File: src/rtl/fft_out_framer_pkg.sv
// Shared types and constants for the FFT output framer: sample width,
// entry tag layout and the ldn -> block size decode.
package fft_out_framer_pkg;

    localparam int FFT_OUT_WIDTH = 16;
    localparam int IDX_W         = 11;
    localparam int N_W           = 12;
    localparam int TAG_W         = IDX_W + 2;

    typedef enum logic {
        IDLE     = 1'b0,
        IN_BLOCK = 1'b1
    } frm_state_t;

    typedef struct packed {
        logic             sop;
        logic             eop;
        logic [IDX_W-1:0] idx;
    } tag_t;

    // Sizes 4..2048 come from ldn 2..11; anything else selects the largest block.
    function automatic logic [N_W-1:0] ldn_to_n(input logic [3:0] ldn);
        logic [N_W-1:0] n;
        if (ldn >= 4'd2 && ldn <= 4'd11) n = N_W'(1) << ldn;
        else                             n = N_W'(2048);
        return n;
    endfunction

endpackage

File: src/rtl/fft_out_framer_sync_fifo.sv
// Synchronous FIFO with extra-MSB pointers. It also exposes the entry that
// will be at the head after this cycle's pop, so the caller can register it.
module sync_fifo #(
    parameter int WIDTH = 8,
    parameter int DEPTH = 16
) (
    input  logic             clk_sys,
    input  logic             rst_sys,
    input  logic             wr_en,
    input  logic [WIDTH-1:0] wr_data,
    input  logic             rd_en,
    output logic             full,
    output logic             nxt_vld,
    output logic [WIDTH-1:0] nxt_data
);
    localparam int AW = $clog2(DEPTH);

    logic [WIDTH-1:0] mem [DEPTH];
    logic [AW:0]      wr_ptr, rd_ptr, rd_ptr_nxt;
    logic             empty, do_wr, do_rd;

    assign empty = (wr_ptr == rd_ptr);
    assign full  = (wr_ptr == {~rd_ptr[AW], rd_ptr[AW-1:0]});
    assign do_rd = rd_en && !empty;
    // A full FIFO still takes a write when the head leaves in the same cycle.
    assign do_wr = wr_en && (!full || do_rd);

    assign rd_ptr_nxt = rd_ptr + {{AW{1'b0}}, do_rd};
    // Compared against the pre-write pointer: an entry written this cycle
    // only becomes visible one cycle later.
    assign nxt_vld    = (rd_ptr_nxt != wr_ptr);
    assign nxt_data   = mem[rd_ptr_nxt[AW-1:0]];

    always_ff @(posedge clk_sys) begin
        if (rst_sys) begin
            wr_ptr <= '0;
            rd_ptr <= '0;
        end else begin
            if (do_wr) wr_ptr <= wr_ptr + {{AW{1'b0}}, 1'b1};
            rd_ptr <= rd_ptr_nxt;
        end
    end

    always_ff @(posedge clk_sys) begin
        if (do_wr) mem[wr_ptr[AW-1:0]] <= wr_data;
    end

endmodule

File: src/rtl/fft_out_framer.sv
// Frames bit-reversed FFT samples into blocks (sop/eop/idx), buffers them in
// a FIFO and presents them on a registered valid/ready output.
module fft_out_framer
    import fft_out_framer_pkg::*;
#(
    parameter int DW    = FFT_OUT_WIDTH,
    parameter int DEPTH = 16
) (
    input  logic                 clk_sys,
    input  logic                 rst_sys,
    input  logic                 block_sync_i,
    input  logic                 data_val_i,
    input  logic signed [DW-1:0] data_real_i,
    input  logic signed [DW-1:0] data_imag_i,
    input  logic [3:0]           ldn_rg_i,
    input  logic                 data_ready_i,
    output logic                 data_val_o,
    output logic signed [DW-1:0] data_real_o,
    output logic signed [DW-1:0] data_imag_o,
    output logic                 sop_o,
    output logic                 eop_o,
    output logic [IDX_W-1:0]     idx_o,
    output logic                 overflow_o,
    output logic                 err_short_o,
    output logic                 orphan_o
);
    localparam int EW = TAG_W + 2*DW;

    frm_state_t       state_q, state_d;
    logic [N_W-1:0]   n_q;
    logic [IDX_W-1:0] idx_q;
    logic             last_smp;
    tag_t             acc_tag, out_tag;
    logic             acc_wr, acc_err, acc_orphan;
    logic             in_vld;
    logic [EW-1:0]    in_entry, nxt_data;
    logic             fifo_full, nxt_vld, pop;

    assign last_smp = ({1'b0, idx_q} == n_q - N_W'(1));

    always_ff @(posedge clk_sys) begin
        if (rst_sys) state_q <= IDLE;
        else         state_q <= state_d;
    end

    always_comb begin
        state_d = state_q;
        case (state_q)
            IDLE:     if (data_val_i && block_sync_i) state_d = IN_BLOCK;
            IN_BLOCK: if (data_val_i && !block_sync_i && last_smp) state_d = IDLE;
            default:  state_d = IDLE;
        endcase
    end

    always_comb begin
        acc_wr     = 1'b0;
        acc_err    = 1'b0;
        acc_orphan = 1'b0;
        acc_tag    = '{sop: 1'b0, eop: 1'b0, idx: idx_q};
        if (data_val_i) begin
            if (block_sync_i) begin
                acc_wr      = 1'b1;
                acc_tag.sop = 1'b1;
                acc_tag.idx = '0;
                acc_err     = (state_q == IN_BLOCK);
            end else if (state_q == IN_BLOCK) begin
                acc_wr      = 1'b1;
                acc_tag.eop = last_smp;
            end else begin
                acc_orphan  = 1'b1;
            end
        end
    end

    // idx tracks accepted samples, independent of whether the FIFO keeps them.
    always_ff @(posedge clk_sys) begin
        if (rst_sys) begin
            n_q   <= N_W'(2048);
            idx_q <= '0;
        end else if (data_val_i && block_sync_i) begin
            n_q   <= ldn_to_n(ldn_rg_i);
            idx_q <= IDX_W'(1);
        end else if (acc_wr) begin
            idx_q <= acc_tag.eop ? '0 : idx_q + IDX_W'(1);
        end
    end

    always_ff @(posedge clk_sys) begin
        if (rst_sys) begin
            in_vld      <= 1'b0;
            in_entry    <= '0;
            err_short_o <= 1'b0;
            orphan_o    <= 1'b0;
        end else begin
            in_vld      <= acc_wr;
            in_entry    <= {acc_tag, data_real_i, data_imag_i};
            err_short_o <= acc_err;
            orphan_o    <= acc_orphan;
        end
    end

    assign pop = data_val_o && data_ready_i;

    sync_fifo #(
        .WIDTH (EW),
        .DEPTH (DEPTH)
    ) u_fifo (
        .clk_sys  (clk_sys),
        .rst_sys  (rst_sys),
        .wr_en    (in_vld),
        .wr_data  (in_entry),
        .rd_en    (pop),
        .full     (fifo_full),
        .nxt_vld  (nxt_vld),
        .nxt_data (nxt_data)
    );

    always_ff @(posedge clk_sys) begin
        if (rst_sys)                           overflow_o <= 1'b0;
        else if (in_vld && fifo_full && !pop)  overflow_o <= 1'b1;
    end

    // The output register mirrors the head; it only advances on a handshake.
    always_ff @(posedge clk_sys) begin
        if (rst_sys) begin
            data_val_o                           <= 1'b0;
            {out_tag, data_real_o, data_imag_o}  <= '0;
        end else begin
            data_val_o                           <= nxt_vld;
            {out_tag, data_real_o, data_imag_o}  <= nxt_vld ? nxt_data : '0;
        end
    end

    assign sop_o = out_tag.sop;
    assign eop_o = out_tag.eop;
    assign idx_o = out_tag.idx;

endmodule

File: config.mk
export PLATFORM = sky130hd
export DESIGN_NAME = fft_out_framer
export DESIGN_NICKNAME = d
export VERILOG_FILES = /design/src/rtl/fft_out_framer_pkg.sv /design/src/rtl/fft_out_framer_sync_fifo.sv /design/src/rtl/fft_out_framer.sv
export SDC_FILE = /design/constraint.sdc
export NUM_CORES = 1
export LEC_CHECK = 0
export CAP_MARGIN = 20
export CORE_AREA = 2 2 243 245
export CTS_CLUSTER_DIAMETER = 100
export DETAILED_ROUTE_END_ITERATION = 12
export DIE_AREA = 0 0 245 247
export GPL_ROUTABILITY_DRIVEN = 1
export PLACE_DENSITY = 0.72
export SLEW_MARGIN = 30
export SYNTH_ARGS = -nofsm -noshare
export SYNTH_HDL_FRONTEND = slang
export SYNTH_SLANG_ARGS = --single-unit
export TNS_END_PERCENT = 10
File: constraint.sdc
create_clock -name clk_sys -period 11.6 [get_ports clk_sys]
set_clock_uncertainty 0.05 [all_clocks]
set_input_delay 2.32 -clock clk_sys [delete_from_list [all_inputs] [get_ports clk_sys]]
set_output_delay 2.32 -clock clk_sys [all_outputs]
set_load 0.1 [all_outputs]
* After elaboration in Yosys (flattened, before gate mapping)
Memories as Yosys holds them, arrays and structs flattened. A register that Yosys moved wholly into a read port is not among the register bits.
Index checks and enable logic that the tools add are counted.
** Operators by class
- Magnitude comparators :: 2
- Bitwise logic cells :: 5
- Shifts and indexed selects :: 1
- Equality and inequality tests :: 4
- Multiplexer cells :: 18
- Add/sub/neg operators :: 4
- Reductions and logical operators :: 20
** Operator list (number)
- $mux W12 :: 2
- $mux W11 :: 2
- $mux W1 :: 13
- $eq A11 B12 Y1 :: 1
- $shl A1 B4 Y12 const A :: 1
- $sub A12 B1 Y12 const B :: 1
- $add A11 B1 Y11 const B :: 1
- $eq A5 B5 Y1 :: 2
- $logic_and A1 B1 Y1 :: 9
- $reduce_or A2 Y1 :: 3
- $reduce_or A3 Y1 :: 2
- $add A5 B1 Y5 :: 1
- $add A5 B1 Y5 const B :: 1
- $ne A5 B5 Y1 :: 1
- $not A1 Y1 :: 5
- $ge A4 B2 Y1 const B :: 1
- $le A4 B4 Y1 const B :: 1
- $logic_not A1 Y1 :: 4
- $pmux W1 S2 :: 1
- $reduce_bool A2 Y1 :: 1
- $logic_or A1 B1 Y1 :: 1
** Storage, ports and cells
- Memory bits (writable) :: 720
- Bits of input ports :: 41
- Memories :: 1
- Output and inout port bits :: 49
- Bits in registers :: 84
** Memories
- u_fifo.mem :: depth 16, bits a word 45, read ports 1, clocked after memory_dff 1, write ports 1, line fft_out_framer_sync_fifo.sv:18 : logic [WIDTH-1:0] mem [DEPTH];

* Longest topological paths before layout
Gate-level depths: netlist of the first run.
- Depth in word-level cells :: 8
- Depth in mapped cells :: 13
- Depth with buffers taken out :: 10

* Cells and area by module
Synthesis of the first run repeated with hierarchy kept, for this count alone.
** Unflattened totals
- Cell total of the unflattened synthesis :: 1446
- Area total of the unflattened synthesis :: 31993.2 sq um
** By module, submodules not included
- sync_fifo :: seq. area each 21820.9 sq um, area each 28041.9 sq um, instances 1, cells each 1084
- fft_out_framer :: seq. area each 2382.3 sq um, area each 3951.3 sq um, instances 1, cells each 362

* Least setup slack after synthesis of the first run
No wires, ideal clock.
- Path type :: in2reg
- From :: input port data_ready_i
- To :: memory u_fifo.mem[3][0] (netlist bit) (enable)
- Arrival :: 6159 ps
- Stages on the path :: 4
- Path slack :: 4888 ps
- Library setup time :: 503 ps
- Cell sequence :: a21oi_1 -> a21boi_1 -> nand2_1 -> nor3_1
** On the way
- Longest elaborated chain between the ends :: 6
** RTL lines
- start: declaration :: line fft_out_framer.sv:16 : input logic data_ready_i,
- $logic_and A1 B1 Y1 :: line fft_out_framer.sv:102 : assign pop = data_val_o && data_ready_i;
- $logic_and A1 B1 Y1 :: line fft_out_framer_sync_fifo.sv:24 : assign do_rd = rd_en && !empty;
- $logic_or A1 B1 Y1 :: line fft_out_framer_sync_fifo.sv:26 : assign do_wr = wr_en && (!full || do_rd);
- $logic_and A1 B1 Y1 :: line fft_out_framer_sync_fifo.sv:26
- $mux W1 :: line fft_out_framer_sync_fifo.sv:45 : if (do_wr) mem[wr_ptr[AW-1:0]] <= wr_data;
- $mux W1 (implied by the code) :: line fft_out_framer_sync_fifo.sv:45
- end: declaration :: line fft_out_framer_sync_fifo.sv:18
Every way passes these cells.

* Final worst setup path of the first run
- From :: input port data_ready_i
- To :: register data_imag_o[14]
** On the way
- Longest elaborated chain between the ends :: 6
** RTL lines
- $logic_and A1 B1 Y1 * :: line fft_out_framer.sv:102
- $logic_and A1 B1 Y1 * :: line fft_out_framer_sync_fifo.sv:24
- $add A5 B1 Y5 * :: line fft_out_framer_sync_fifo.sv:28 : assign rd_ptr_nxt = rd_ptr + {{AW{1'b0}}, do_rd};
- via u_fifo.rd_ptr_nxt[1] :: line fft_out_framer_sync_fifo.sv:19 : logic [AW:0] wr_ptr, rd_ptr, rd_ptr_nxt;
- $ne A5 B5 Y1 :: line fft_out_framer_sync_fifo.sv:31 : assign nxt_vld = (rd_ptr_nxt != wr_ptr);
- $not A1 Y1 (no source line)
- $reduce_or A2 Y1 (no source line)
- end signal: assignment :: line fft_out_framer.sv:130 : {out_tag, data_real_o, data_imag_o} <= nxt_vld ? nxt_data : '0;
- end: declaration :: line fft_out_framer.sv:19 : output logic signed [DW-1:0] data_imag_o,
Mark *: on every way through the listed nets, which the timed path passes. The rest lies on a longest branch.
A chain may end at the register's enable or synchronous reset.

==> out/metrics.cfg, run 1 <==
[clocking]
htree_levels=3
post_cts_buffers=0
cts.sinks=849
clkLatencyLatePin_ps=630
clk_transition_reported_paths_ps=60
post_cts_resized=0
ctsLongestPathBuffers=3
cts_root_buf=clkbuf_16
cts_hold_buf=0
tritoncts=yes
cts-buffers-inserted=81

[yosys]
yosys_warnings=0
synth_common_cells=edfxtp_1, mux4_2, dfxtp_1, a211oi_1, nor2b_1
synth_ff_type=edfxtp_1
yosys.cell_types.count=47
synth_most_common_cell=edfxtp_1
syn_avg_cell_area_sq_um=20.5
yosysTopAreaCell=edfxtp_1
synth-edff-count=720
synth_seq_cells=849
synth.top_cell.area_share=0.683
synth_area_leaders=edfxtp_1, mux4_2, dfxtp_1, a211oi_1, nor2b_1
seq_area_frac_synth=0.764
synth_nets=1594
netlist_instances=1545
syn_area_sq_mm=0.0317
async_reset_ff_frac=0

[routing]
drt_iter0_markers=1453
vias=15120
route.detailed.drc=0
postRouteAntennaNets=0
viasPerCell=6.04
first_pass_iters=5
avgRoutedWirePerCell_um=25.5
routed_wl_um=63900

[sta]
period_minus_slack_ps=5250
tightest_slew_ps=1000
period_share=0.452
slew_violations=0
setup_violations=0
rsz0062_at_grt=no
max_freq_mhz=191
fin_ws_ps=6350
setup_tns_ps=0
hold_violations=0
timing.hold.ws_ps=431
slew_headroom=0.328

[place]
dp_cells=2350
port_buffers=89
dp.final_hpwl_um=32100
place_ws_ps=5450
place.gp.congestion=0.741

[critical_path]
startpoint_type=input port
timing.rr.end=data_imag_o[14]$_SDFF_PP0_
crit_required_ps=11990
critPathKind=in -> reg
end_kind=register
r2r_start=u_fifo.wr_ptr[2]$_SDFFE_PP0P_
cp_max_fo=137
r2r_cells=10
r2r_setup_slack_ps=7080
arrival_ps=5640

[power_and_ir_drop]
leakage_nw=11.5
p_per_area_mw_per_mm2=169
ir_worst_vdd_mv=0.107

[grt]
antenna_found_initial=2
track_usage=0.216
grt_max_degree=138
grt_overflow=0
grt_pass1_vias=15476
grt_pass1_wl_um=95600

[floorplan]
dieArea_sq_mm=0.0605
io_pins=90
die_h_um=247
start_util=0.544
die_w_um=245
fp-row-count=89
core_area_sq_mm=0.0582

[layout]
fillCellCount=3858
ff_latch_area_sq_mm=0.0242
num_antenna_cells=0
finalNonFillerCells=2502
syn2layout_area_growth_pct=14.8
drive_gt1_frac=0.211
multi_input_area_sq_mm=0.00728
nets=1710

[run_status]
status=completed

[hold_path]
hold_depth=2
hold_path.class=reg -> reg
hold_path_end=overflow_o$_SDFFE_PP0P_
holdCritStartpoint=overflow_o$_SDFFE_PP0P_

[run]
maxCapViolCount=0

-- registers in the layout (all words and copies together), names as in the netlist --
name,count
data_imag_o,16
data_real_o,16
data_val_o,1
eop_o,1
err_short_o,1
idx_o,11
idx_q,11
in_entry,45
in_vld,1
n_q,12
orphan_o,1
overflow_o,1
sop_o,1
state_q,1
u_fifo.mem,720
u_fifo.rd_ptr,5
u_fifo.wr_ptr,5
-- area by class of cell --
cell class / instances / area share
tap: 773 / 0.0266
timing repair buffer: 118 / 0.0319
sequential: 849 / 0.666
clock buffer: 115 / 0.0650
clock inverter: 36 / 0.00977
multi-input combinational: 604 / 0.200
inverter: 7 / 0.000723
-- critical path, stage by stage --
cell and delay (ps):
clkdlybuf4s50_1 480, nand2_1 60, a21oi_1 220, ha_4 190, ha_4 580, buf_12 670
mux4_2 400, nor2b_1 140, a211oi_1 280, a211oi_1 100
-- where the power goes --
| group | switching, W | internal [W] |
|---|---|---|
| registers | 0.0000320 | 0.00332 |
| clock network | 0.00108 | 0.00158 |
| logic | 0.0000943 | 0.0000560 |
-- per-stage QoR --
stage	total power, W	instance area, sq um	util
2_1_floorplan	0.00351	31700	-
3_3_place_gp	0.00356	33600	0.577
3_5_place_dp	0.00357	33600	0.577
4_1_cts	0.00620	36300	0.624
5_1_grt	0.00634	36400	0.624
6_report	0.00616	36400	0.624
-- kinds of logic (layout without fill, tap and decap cells) --
group,after synthesis,in the layout,synth area share
compound gates,124,124,0.0290
xor+xnor,35,35,0.00968
fa+ha+maj,8,8,0.00316
buf+inv,92,276,0.0116
flops,849,849,0.764
mux,227,227,0.143
simple gates,210,210,0.0395
-- per-layer routing --
layer / part of all wire / global-route usage / vias up
met3: 0.068 / 0.0383 / 78
met4: 0.017 / 0.0604 / 0
li1: - / - / 6541
met1: 0.41 / 0.304 / 7949
met2: 0.50 / 0.353 / 552
met5: 0 / 0 / -
-- worst max-delay path by stage --
stage / startpoint / end
after floorplan: data_ready_i / u_fifo.mem[3][0]$_DFFE_PP_
after global placement: data_ready_i / data_imag_o[14]$_SDFF_PP0_
after detailed placement: data_ready_i / data_real_o[0]$_SDFF_PP0_
after CTS: data_ready_i / data_imag_o[14]$_SDFF_PP0_
after global routing: data_ready_i / data_imag_o[14]$_SDFF_PP0_
final: data_ready_i / data_imag_o[14]$_SDFF_PP0_
-- layout by cell type (no fill, tap or decap), types with 3 or more instances in the layout --
cell type,Yosys,routed
nor2_4,0,12
nor2_1,32,20
a211oi_1,91,91
nand2b_1,4,4
clkdlybuf4s50_1,0,88
mux2i_1,46,46
nand3_1,6,6
buf_12,0,3
nand2_1,17,17
edfxtp_1,720,720
nand4_1,6,6
or4_1,4,4
clkinvlp_4,0,3
clkbuf_16,0,88
nor2b_1,83,83
nor4_1,5,5
mux4_2,180,180
or3_1,3,3
inv_1,7,7
buf_4,0,25
a22o_1,5,5
nor3_2,2,6
clkbuf_1,45,21
a31oi_1,4,4
nor3_1,19,15
xor2_1,21,19
clkinv_1,0,9
o21ai_0,4,4
bufinv_16,0,7
and2_1,13,13
clkbuf_8,0,6
clkinv_2,0,16
xnor2_1,14,14
nor4b_1,5,5
a21oi_1,10,9
dfxtp_1,129,129
ha_1,8,6
No activity file was read; power rests on OpenSTA's default activity.
==> run 2: changes to the inputs <==
PLACE_DENSITY = 0.75   (was 0.72)
clock period = 4.33 ns   (was 11.6 ns; I/O delays follow)
==> out/metrics.cfg, run 2 (synthesis results as in run 1) <==
[run_status]
status=completed

[sta]
tightest_slew_ps=1040  ; +34.6 ps
fin_ws_ps=632  ; -5720 ps
setup_violations=0  ; unchanged
slew_headroom=0.305  ; -0.0231
period_minus_slack_ps=3700
max_freq_mhz=270
timing.hold.ws_ps=462  ; +31.0 ps
rsz0062_at_grt=no
period_share=0.854
hold_violations=0  ; unchanged
slew_violations=0  ; unchanged

[power_and_ir_drop]
seqPwrFrac=0.532  ; -0.012
combPwrFrac=0.025  ; about the same
ir_worst_vdd_mv=0.336  ; +210%
clock_power_share=0.444  ; +0.013
swShare=0.197  ; +0.00172
leakage_nw=11.7  ; +1.7%
p_per_area_mw_per_mm2=459  ; +170%
switchingPower_w=0.00333  ; +180%
cellInternalPower_w=0.0136  ; +170%

[clocking]
cts_hold_buf=0  ; unchanged
cts.sinks=849  ; unchanged
htree_levels=3  ; unchanged
post_cts_buffers=0  ; unchanged
clk_transition_reported_paths_ps=60  ; about the same
clkLatencyLatePin_ps=630  ; about the same
ctsLongestPathBuffers=3  ; unchanged
tritoncts=yes
cts_root_buf=clkbuf_16
post_cts_resized=0  ; unchanged
cts-buffers-inserted=83  ; +2.5%

[place]
port_buffers=89  ; unchanged
place.gp.congestion=0.757  ; +2.1%
dpl-instance-area_sq_mm=0.0339  ; +0.98%
place_ws_ps=663  ; -4790 ps
dp_cells=2369  ; +0.81%
dp.final_hpwl_um=33400  ; +3.9%

[routing]
vias=15365  ; +1.6%
drt_iter0_markers=1471  ; +1.2%
avgRoutedWirePerCell_um=26.4  ; +3.2%
first_pass_iters=5  ; unchanged
postRouteAntennaNets=0  ; unchanged
routed_wl_um=66500  ; +4.2%
route.detailed.drc=0  ; unchanged
viasPerCell=6.09  ; +0.69%

[critical_path]
startpoint_type=register
slowest_stage=dfxtp_1
max_stage_delay_ps=690  ; +20 ps
path_cells=xor2_1, nor4_1, a21oi_1, ha_4, buf_4, mux4_2, nor2b_1, a211oi_1, a211oi_1
cpLargestDelayFamily=flip-flops
end_kind=register
worst-path-buf-inv=1  ; -1
cp_max_fo=20  ; -85%
arrival_ps=4130  ; -1510 ps
critPathKind=reg -> reg
crit_path_frequent_cell=a211oi_1
crit_required_ps=4770  ; -7220 ps

[layout]
layout_commonest_cell=edfxtp_1
finalNonFillerCells=2525  ; +0.92%
final_cell_area_sq_mm=0.0368  ; +1.2%
num_antenna_cells=0  ; unchanged
drive_gt1_frac=0.221  ; +0.0104
fillCellCount=3742  ; -3.0%
layout_common_cells=edfxtp_1, mux4_2, dfxtp_1
syn2layout_area_growth_pct=16.2
largest_reg_flops=720  ; unchanged
nets=1730  ; +1.2%

[run]
maxCapViolCount=0  ; unchanged

[floorplan]
fp-row-count=89  ; unchanged
die_w_um=245  ; unchanged
start_util=0.544  ; unchanged
die_h_um=247  ; unchanged
dieArea_sq_mm=0.0605  ; unchanged
core_area_sq_mm=0.0582  ; unchanged
io_pins=90  ; unchanged

[grt]
grt_pass1_vias=15843  ; +2.4%
grt_overflow=0  ; unchanged
track_usage=0.224  ; +0.00825
grt_max_degree=92  ; -33%
grt_pass1_wl_um=99000  ; +3.6%
antenna_found_initial=0  ; -2

[hold_path]
hold_path.class=reg -> reg

==> run 2: final timing paths <==
kind | start | endpoint | slack (ps) | cells past startpoint
min reg2reg | n_q[1]$_SDFFE_PP0P_ | n_q[1]$_SDFFE_PP0P_ | 460 | 2
max reg2reg | u_fifo.wr_ptr[2]$_SDFFE_PP0P_ | data_imag_o[9]$_SDFF_PP0_ | 630 | 9
min | n_q[1]$_SDFFE_PP0P_ | n_q[1]$_SDFFE_PP0P_ | 460 | 2
max | u_fifo.wr_ptr[2]$_SDFFE_PP0P_ | data_imag_o[9]$_SDFF_PP0_ | 630 | 9
==> run 2: power groups by stage <==
stage	Combinational, W	Clock, W	Sequential (W)
floorplan	0.000166	0	0.00923
global placement	0.000411	0	0.00914
detailed placement	0.000416	0	0.00915
CTS	0.000420	0.00760	0.00898
global route	0.000439	0.00791	0.00899
finish	0.000417	0.00750	0.00898
==> run 2: routing by layer <==
layer	vias up	wire length [um]	GRT usage
met1	8103	28000	0.321
met4	0	1360	0.0655
met3	90	4390	0.0373
met2	593	32700	0.361
met5	-	0	0
li1	6579	-	-
==> run 2: stage by stage <==
stage / power [W] / utilization / setup TNS, ps
floorplan: 0.00939 / - / -144190
global placement: 0.00955 / 0.583 / 0
detailed placement: 0.00957 / 0.583 / 0
CTS: 0.0170 / 0.632 / 0
global route: 0.0173 / 0.632 / 0
finish: 0.0169 / 0.632 / 0
==> run 2: area by class of cell <==
cell class,count,area [sq um],area share
Tap cell,773,967,0.0263
Clock inverter,43,584,0.0159
Sequential cell,849,24200,0.658
Multi-Input combinational cell,604,7280,0.198
Clock buffer,113,2290,0.0623
Inverter,7,26.3,0.000714
Timing Repair Buffer,136,1450,0.0395
==> run 2: worst register-to-register path, cell delays in order (launching register included) <==
cell and delay, ps:
dfxtp_1 690, xor2_1 180, nor4_1 460, a21oi_1 180, ha_4 470, buf_4 450, mux4_2 570, nor2b_1 160
a211oi_1 280, a211oi_1 80
